--- src/rtl/longop_issue_seq.sv ---
// Long-latency MDU/FPU issue sequencer: accepts one M-ext or FP op, stalls the
// pipeline for its class latency, then holds the result until writeback is granted.
module longop_issue_seq #(
    parameter int MUL_LAT  = 3,
    parameter int DIV_LAT  = 34,
    parameter int FADD_LAT = 4,
    parameter int FMUL_LAT = 5,
    parameter int FDIV_LAT = 16
) (
    input  logic        clk,
    input  logic        rst_n,
    input  logic        i_flush,
    input  logic        i_id_valid,
    input  logic        i_id_is_mext,
    input  logic [2:0]  i_id_mext_funct3,
    input  logic        i_id_is_fop,
    input  logic [1:0]  i_id_fop_sel,
    input  logic [4:0]  i_id_rd,
    input  logic [31:0] i_unit_result,
    input  logic        i_wb_grant,
    output logic        o_stall,
    output logic        o_mdu_start,
    output logic        o_fpu_start,
    output logic [2:0]  o_mdu_op,
    output logic [1:0]  o_fpu_op,
    output logic        o_unit_kill,
    output logic        o_wb_valid,
    output logic        o_wb_float,
    output logic [4:0]  o_wb_rd,
    output logic [31:0] o_wb_data,
    output logic [31:0] o_busy_cycles
);

    localparam int MAX_A   = (MUL_LAT > DIV_LAT) ? MUL_LAT : DIV_LAT;
    localparam int MAX_B   = (FADD_LAT > FMUL_LAT) ? FADD_LAT : FMUL_LAT;
    localparam int MAX_C   = (MAX_A > MAX_B) ? MAX_A : MAX_B;
    localparam int MAX_LAT = (MAX_C > FDIV_LAT) ? MAX_C : FDIV_LAT;
    localparam int CW      = $clog2(MAX_LAT) + 1;

    localparam logic [CW-1:0] L_MUL  = CW'(MUL_LAT - 1);
    localparam logic [CW-1:0] L_DIV  = CW'(DIV_LAT - 1);
    localparam logic [CW-1:0] L_FADD = CW'(FADD_LAT - 1);
    localparam logic [CW-1:0] L_FMUL = CW'(FMUL_LAT - 1);
    localparam logic [CW-1:0] L_FDIV = CW'(FDIV_LAT - 1);

    localparam logic [1:0] S_IDLE = 2'd0;
    localparam logic [1:0] S_BUSY = 2'd1;
    localparam logic [1:0] S_WB   = 2'd2;

    logic [1:0]    r_state;
    logic [CW-1:0] r_cnt;
    logic          r_bubble;
    logic          r_mdu_start;
    logic          r_fpu_start;
    logic [2:0]    r_mdu_op;
    logic [1:0]    r_fpu_op;
    logic          r_kill;
    logic          r_wb_valid;
    logic          r_wb_float;
    logic [4:0]    r_wb_rd;
    logic [31:0]   r_wb_data;
    logic [31:0]   r_busy_cycles;

    logic          w_accept;
    logic          w_stall;
    logic [CW-1:0] w_lat_m1;

    // The instruction still sitting in ID/EX right after writeback is the one
    // just completed, so accept is held off for that single bubble cycle.
    assign w_accept = (r_state == S_IDLE) & ~r_bubble & i_id_valid &
                      (i_id_is_mext | i_id_is_fop) & ~i_flush;
    assign w_stall  = w_accept | (r_state != S_IDLE);

    // Per-class latency reload value; M-extension takes priority over FP.
    always_comb begin
        w_lat_m1 = L_MUL;
        if (i_id_is_mext) begin
            w_lat_m1 = i_id_mext_funct3[2] ? L_DIV : L_MUL;
        end else begin
            case (i_id_fop_sel)
                2'b00, 2'b01: w_lat_m1 = L_FADD;
                2'b10:        w_lat_m1 = L_FMUL;
                2'b11:        w_lat_m1 = L_FDIV;
                default:      w_lat_m1 = L_FADD;
            endcase
        end
    end

    // Sequencer FSM with latency counter and writeback holding registers.
    always_ff @(posedge clk or negedge rst_n) begin
        if (!rst_n) begin
            r_state     <= S_IDLE;
            r_cnt       <= '0;
            r_bubble    <= 1'b0;
            r_mdu_start <= 1'b0;
            r_fpu_start <= 1'b0;
            r_mdu_op    <= 3'd0;
            r_fpu_op    <= 2'd0;
            r_kill      <= 1'b0;
            r_wb_valid  <= 1'b0;
            r_wb_float  <= 1'b0;
            r_wb_rd     <= 5'd0;
            r_wb_data   <= 32'd0;
        end else begin
            r_mdu_start <= 1'b0;
            r_fpu_start <= 1'b0;
            r_kill      <= 1'b0;
            r_bubble    <= 1'b0;
            case (r_state)
                S_IDLE: begin
                    if (w_accept) begin
                        r_state    <= S_BUSY;
                        r_cnt      <= w_lat_m1;
                        r_wb_rd    <= i_id_rd;
                        r_wb_float <= ~i_id_is_mext;
                        if (i_id_is_mext) begin
                            r_mdu_start <= 1'b1;
                            r_mdu_op    <= i_id_mext_funct3;
                        end else begin
                            r_fpu_start <= 1'b1;
                            r_fpu_op    <= i_id_fop_sel;
                        end
                    end
                end
                S_BUSY: begin
                    if (i_flush) begin
                        r_state <= S_IDLE;
                        r_kill  <= 1'b1;
                    end else if (r_cnt == '0) begin
                        r_wb_data  <= i_unit_result;
                        r_wb_valid <= 1'b1;
                        r_state    <= S_WB;
                    end else begin
                        r_cnt <= r_cnt - CW'(1);
                    end
                end
                S_WB: begin
                    if (i_wb_grant) begin
                        r_wb_valid <= 1'b0;
                        r_bubble   <= 1'b1;
                        r_state    <= S_IDLE;
                    end else if (i_flush) begin
                        r_wb_valid <= 1'b0;
                        r_state    <= S_IDLE;
                    end
                end
                default: begin
                    r_state    <= S_IDLE;
                    r_wb_valid <= 1'b0;
                end
            endcase
        end
    end

    // Saturating count of stalled cycles.
    always_ff @(posedge clk or negedge rst_n) begin
        if (!rst_n) begin
            r_busy_cycles <= 32'd0;
        end else if (w_stall && (r_busy_cycles != 32'hFFFF_FFFF)) begin
            r_busy_cycles <= r_busy_cycles + 32'd1;
        end
    end

    assign o_stall       = w_stall;
    assign o_mdu_start   = r_mdu_start;
    assign o_fpu_start   = r_fpu_start;
    assign o_mdu_op      = r_mdu_op;
    assign o_fpu_op      = r_fpu_op;
    assign o_unit_kill   = r_kill;
    assign o_wb_valid    = r_wb_valid;
    assign o_wb_float    = r_wb_float;
    assign o_wb_rd       = r_wb_rd;
    assign o_wb_data     = r_wb_data;
    assign o_busy_cycles = r_busy_cycles;

endmodule

--- config.mk ---
export PLATFORM = sky130hd
export DESIGN_NAME = longop_issue_seq
export DESIGN_NICKNAME = d
export VERILOG_FILES = /design/src/rtl/longop_issue_seq.sv
export SDC_FILE = /design/constraint.sdc
export NUM_CORES = 1
export LEC_CHECK = 0
export ABC_AREA = 1
export CORE_ASPECT_RATIO = 0.8
export CORE_MARGIN = 4
export CORE_UTILIZATION = 52
export CTS_CLUSTER_DIAMETER = 100
export CTS_CLUSTER_SIZE = 25
export DETAILED_ROUTE_END_ITERATION = 7
export PLACE_DENSITY_LB_ADDON = 0.2
export SYNTH_ARGS = -nofsm -noshare
export SYNTH_HDL_FRONTEND = slang
export SYNTH_SLANG_ARGS = --single-unit
export TNS_END_PERCENT = 50
--- constraint.sdc ---
create_clock -name clk -period 2.9 [get_ports clk]
set_input_delay 0.58 -clock clk [delete_from_list [all_inputs] [get_ports clk]]
set_output_delay 0.58 -clock clk [all_outputs]
set_load 0.03 [all_outputs]
==> results of run 1 <==
-- worst reg2reg max path: cells and delay by family, from the launching register on --
kind	cells	cell delay (ns)
adders and majority gates	1	0.25
buffers and inverters	1	0.15
DFF	1	0.43
and+or+nand+nor	8	1.02
-- routing by layer --
metal / vias to the layer above / GRT usage / routed length (um)
li1: 2169 / - / -
met1: 1973 / 0.3312 / 5408
met5: - / 0 / 0
met3: 10 / 0.07446 / 1212
met2: 169 / 0.3250 / 4848
met4: 0 / 0.05539 / 103
-- flip-flops by register name (all words and copies together) (netlist names) --
register	cells
o_busy_cycles	32
o_fpu_op	2
o_fpu_start	1
o_mdu_op	3
o_mdu_start	1
o_unit_kill	1
o_wb_data	32
o_wb_float	1
o_wb_rd	5
o_wb_valid	1
r_bubble	1
r_cnt	7
r_state	2
-- worst paths after layout --
path / from / endpoint / slack [ns] / cells past startpoint
setup / recovery: i_id_is_mext / o_stall / 0.63 / 4
min in group clk: o_mdu_op[1]$_DFFE_PN0P_ / o_mdu_op[1]$_DFFE_PN0P_ / 0.48 / 2
hold / removal: rst_n / o_mdu_op[2]$_DFFE_PN0P_ / 0.19 / 1
hold reg to reg: o_mdu_op[1]$_DFFE_PN0P_ / o_mdu_op[1]$_DFFE_PN0P_ / 0.48 / 2
setup reg to reg: o_busy_cycles[0]$_DFFE_PN0P_ / o_busy_cycles[21]$_DFFE_PN0P_ / 0.94 / 10
max in group asynchronous: rst_n / o_busy_cycles[9]$_DFFE_PN0P_ / 2.06 / 2
-- cells in the mapped netlist (3+ instances only) --
cell type and instances:
nand4_1 6, ha_1 3, buf_2 5, o21ai_0 33
nand2_2 14, nand3_1 25, nor2_2 3, nor2_1 60
o21ai_1 15, xnor2_1 5, dfrtp_1 89, xor2_1 10
buf_6 4, nand2_1 254, inv_2 3, inv_1 74
-- logic make-up (layout without fill, tap and decap cells) --
family / count (synthesis) / in the layout / share of synthesized area
compound gates: 53 / 53 / 0.06044
flops: 89 / 89 / 0.4781
simple gates: 374 / 374 / 0.3398
fa+ha+maj: 3 / 3 / 0.008059
xor+xnor: 15 / 15 / 0.02820
buf+inv: 91 / 225 / 0.08541
-- placed cells by master (no fill, tap or decap), drive strengths merged --
| cell type | instances |
|---|---|
| a21oi | 2 |
| and3 | 1 |
| buf | 5 |
| bufinv | 1 |
| clkbuf | 12 |
| clkdlybuf4s50 | 126 |
| clkinvlp | 3 |
| dfrtp | 89 |
| ha | 3 |
| inv | 78 |
| nand2 | 271 |
| nand3 | 25 |
| nand3b | 2 |
| nand4 | 6 |
| nor2 | 66 |
| nor3 | 2 |
| nor3b | 1 |
| o21ai | 48 |
| o21bai | 1 |
| o22ai | 2 |
| xnor2 | 5 |
| xor2 | 10 |
-- power by group through the flow --
stage               Sequential [W]  Combinational [W]  Clock [W]
global placement           0.00183            0.00212          0
detailed placement         0.00184            0.00215          0
CTS                        0.00183            0.00216   0.000892
floorplan                  0.00243           0.000679          0
finish                     0.00183            0.00214   0.000863
global route               0.00187            0.00232   0.000943
-- area by class of cell --
| class | instances | area, um^2 |
|---|---|---|
| clock buffers | 12 | 145.1 |
| clock inverters | 4 | 52.55 |
| fillers | 695 | 2384 |
| inverters | 78 | 297.8 |
| multi-input cells | 445 | 2038 |
| flip-flops and latches | 89 | 2227 |
| well taps | 112 | 140.1 |
| repair buffers | 131 | 1311 |
-- metrics by stage --
stage / std cells / hold slack (ns) / util
2_1_floorplan: 625 / 0.2844 / -
3_3_place_gp: 855 / 0.4538 / 0.6997
3_5_place_dp: 855 / 0.4580 / 0.6997
4_1_cts: 871 / 0.2158 / 0.7227
5_1_grt: 871 / 0.2400 / 0.7227
6_report: 871 / 0.1948 / 0.7227
==> impl_metrics.toml, run 1 <==
[power]
powerDensity_nw_per_um2 = 777.3
p_seq_frac = 0.378
clkPwrFrac = 0.179
leakage_nw = 3.010
power_w = 0.004829
ir_drop_uv = 607.3
switching_share = 0.4081
switchingPower_w = 0.001970
comb_power_share = 0.443
intPower_w = 0.002858

[routing]
drt-initial-drc-count = 272
dr_total_vias = 4321
drt_pass1_iterations = 5
ant_nets = 0
vias_per_cell = 4.961
wl_per_cell_um = 13.29
wl_mm = 11.57
drc_errors = 0

[floorplan]
die_h_um = 92.66
dieArea_um2 = 10550
core_um2 = 8596
io_pins = 129
num_rows = 30
start_util = 0.5419
die_w_um = 113.8

[job]
maxCapViolCount = 0

[sta]
setup_slack_ns = 0.6322
min_period_ns = 2.268
slew-limit-headroom = 0.6259
finalSetupViolCount = 0
grt_setup_unrepaired = "false"
final_max_slew_viol_count = 0
skew_ns = 0.01204
finalCritPeriodShare = 0.7820
worstMarginPinSlew_ns = 0.5611
max_freq_mhz = 441.0
setup_tns_ns = 0
hold_viol = 0

[worst_setup_path]
required_ns = 2.32
cp-end-kind = "primary output"
worstSetupPathType = "input port to primary output"
crit_path_top_delay_cell = "clkdlybuf4s50_1"
max_stage_delay_ns = 0.46
cp_num_buf_inv = 2
worstPathCellList = "clkdlybuf4s50_1 -> nor2_1 -> o21bai_4 -> buf_4"
crit_path_start_kind = "input port"
cp_top_family = "buffers and inverters"
cp_data_arrival_time_ns = 1.69
crit_fanout = 4

[min_path]
min_path_type = "input port to async pin"

[logic_synthesis]
synth_edf_count = 0
synth_cell_types = 32
synth_ff_type = "dfrtp_1"
synth.largest_area_cell = "dfrtp_1"
synthesis.nets = 677
async_flop_share = 1.000
syn_inst = 625
yosysSeqAreaShare = 0.4781
yosys_register_bits = 89
yosysWarnings = 0
avgSynthCellArea_um2 = 7.453
synthTopCellsByArea = "dfrtp_1 (48%), nand2_1 (20%), inv_1 (6.0%)"
syn_area_um2 = 4658
synth_top_area_frac = 0.4781

[clock_network]
clock_path_buffers = 2
h-tree-depth = 3
clk_pin_slew_ns = 0.09
cts_sinks = 89
cts_buffers = 9
cts_setup_buffers = 0
cts.root.buffer_cell = "clkbuf_8"
cts_hold_buf = 0
cts_tree = "yes"
post_cts_resized = 0
clk_latency_ns = 0.36

[placed_design]
finalWeightedCongestion = 0.9815
place_area_um2 = 6015
hpwl_mm = 8.630
portBuffers = 128
dp_slack_ns = 0.5631

[global_routing]
grt_pass1_vias = 3986
grt_start_max_net_pins = 67
track_usage = 0.2263
grt_pass1_wl_mm = 19.33
grt_overflow_total = 0
grt_antenna_before_repair = 0

[finish]
layout-drive-gt1-share = 0.06456
antenna_cells = 0
post-route-cell-area_um2 = 6212
syn2layout_area_growth_pct = 33.36
fin_nets = 806

[status]
status = "completed"
Power figures use the tool's default switching activity.
==> inputs of run 2 (changes only) <==
--- a/config.mk
+++ b/config.mk
@@ -8,7 +8,7 @@
 export ABC_AREA = 1
 export CORE_ASPECT_RATIO = 0.8
 export CORE_MARGIN = 4
-export CORE_UTILIZATION = 52
+export CORE_UTILIZATION = 44
 export CTS_CLUSTER_DIAMETER = 100
 export CTS_CLUSTER_SIZE = 25
 export DETAILED_ROUTE_END_ITERATION = 7
==> constraint.sdc (replaced) <==
create_clock -name clk -period 2 [get_ports clk]
set_input_delay 0.4 -clock clk [delete_from_list [all_inputs] [get_ports clk]]
set_output_delay 0.4 -clock clk [all_outputs]
set_load 0.03 [all_outputs]
==> impl_metrics.toml, run 2 (synthesis gave the netlist of run 1 again) <==
[clock_network]
cts.root.buffer_cell = "clkbuf_16"
clk_pin_slew_ns = 0.06
cts_tree = "yes"
cts_buffers = 9
h-tree-depth = 3
cts_sinks = 89
clk_latency_ns = 0.33
clock_path_buffers = 2
cts_setup_buffers = 0

[worst_setup_path]
reg2reg_depth = 10
worstSetupPathType = "flop to primary output"
cp_num_cells = 1
cp-end-kind = "primary output"
reg2reg_from = "o_busy_cycles[0]$_DFFE_PN0P_"
r2r-end = "o_busy_cycles[13]$_DFFE_PN0P_"
worstPathCellList = "clkdlybuf4s50_1"
cp_data_arrival_time_ns = 1.53
cp-endpoint = "o_busy_cycles[20]"
required_ns = 1.60
crit_path_top_delay_cell = "clkdlybuf4s50_1"
worstSetupStartpoint = "o_busy_cycles[20]$_DFFE_PN0P_"
max_stage_delay_ns = 0.74
cp_num_buf_inv = 1
crit_path_start_kind = "flop"
cp_top_family = "buffers and inverters"
crit_fanout = 6
worst-r2r-setup-slack_ns = 0.18

[placed_design]
dp_slack_ns = 0.02272
portBuffers = 128
hpwl_mm = 9.018
dp_cells = 895
finalWeightedCongestion = 0.9100

[finish]
final_cell_count_no_fill = 911
final_cell_mix = "nand2_1 (254), clkdlybuf4s50_1 (126), dfrtp_1 (89), inv_1 (74), nor2_1 (58)"
layout-drive-gt1-share = 0.08171
mostFrequentLayoutCell = "nand2_1"
syn2layout_area_growth_pct = 38.22
fin_nets = 818
antenna_cells = 0

[sta]
max_freq_mhz = 518.6
finalCritPeriodShare = 0.9641
slew-limit-headroom = 0.6622
skew_ns = 0.007847
hold_viol = 0
setup_slack_ns = 0.07179
final_max_slew_viol_count = 0
finalSetupViolCount = 0
worstMarginPinSlew_ns = 0.5067
grt_setup_unrepaired = "false"
min_period_ns = 1.928
setup_tns_ns = 0

[power]
powerDensity_nw_per_um2 = 1149
leakage_nw = 3.120
ir_drop_uv = 802.9

[routing]
wl_per_cell_um = 12.97
drt_pass1_iterations = 4
drc_errors = 0
ant_nets = 0
dr_total_vias = 4288
vias_per_cell = 4.707
wl_mm = 11.82
drt-initial-drc-count = 225

[floorplan]
io_pins = 129
num_rows = 33
die_w_um = 123.0
dieArea_um2 = 12310
core_um2 = 10280
start_util = 0.4531
die_h_um = 100.0

[global_routing]
track_usage = 0.2025
grt_antenna_before_repair = 0
grt_start_max_net_pins = 67
grt_overflow_total = 0
grt_pass1_vias = 4092
grt_pass1_wl_mm = 19.86

[job]
maxCapViolCount = 0

[status]
status = "completed"

[min_path]
min_path_type = "input port to async pin"
## run 2: changes by cell type in the layout (fill, tap and decap cells not counted), moves of 2 or more
| cell | change |
|---|---|
| nor2_2 | +2 |
| clkinvlp_4 | -2 |
| clkbuf_16 | +9 |
| buf_4 | +11 |
| clkbuf_8 | -8 |
| nor2_1 | -2 |
## run 2: worst min path at each step
| stage | endpoint | slack [ns] | cells past startpoint |
|---|---|---|---|
| 3_5_place_dp | o_mdu_op[0]$_DFFE_PN0P_ | 0.41 | 1 |
| 5_1_grt | o_mdu_op[0]$_DFFE_PN0P_ | 0.07 | 1 |
| 4_1_cts | o_wb_rd[2]$_DFFE_PN0P_ | 0.05 | 1 |
| 6_report | o_mdu_op[0]$_DFFE_PN0P_ | 0.03 | 1 |
| 2_1_floorplan | o_busy_cycles[0]$_DFFE_PN0P_ | 0.10 | 0 |
| 3_3_place_gp | o_mdu_op[1]$_DFFE_PN0P_ | 0.41 | 1 |
## run 2: layer usage
layer	global-route usage	share of wire
met5	0	0
met4	0.05191	0.0096
met3	0.06817	0.096
met2	0.3032	0.43
met1	0.2844	0.46
## run 2: report_power, final
group / internal (W) / switching (W) / total [W]
Clock: 0.000910 / 0.000671 / 0.00158
Sequential: 0.00232 / 0.000336 / 0.00265
Combinational: 0.00126 / 0.00190 / 0.00316
## run 2: area by class of cell
class,instances,area [um^2]
Fill cell,882,3842
Sequential cell,89,2227
Multi-Input combinational cell,445,2048
Timing Repair Buffer,143,1414
Inverter,78,297.8
Clock buffer,14,264.0
Tap cell,140,175.2
Clock inverter,2,12.51
## run 2: through the flow
step	hold slack, ns	cell area (um^2)	power [W]	util
global placement	0.4057	6152	0.005766	0.5984
floorplan	0.1044	4658	0.004510	-
finish	0.03470	6439	0.007396	0.6263
detailed placement	0.4079	6152	0.005845	0.5984
CTS	0.04857	6429	0.007471	0.6253
global route	0.06928	6439	0.007859	0.6263
## run 2: what timing repair did
action / in CTS / in global routing
gates resized for setup: 0 / 3
setup endpoints to repair: 0 / 4
hold buffers: 0 / 0
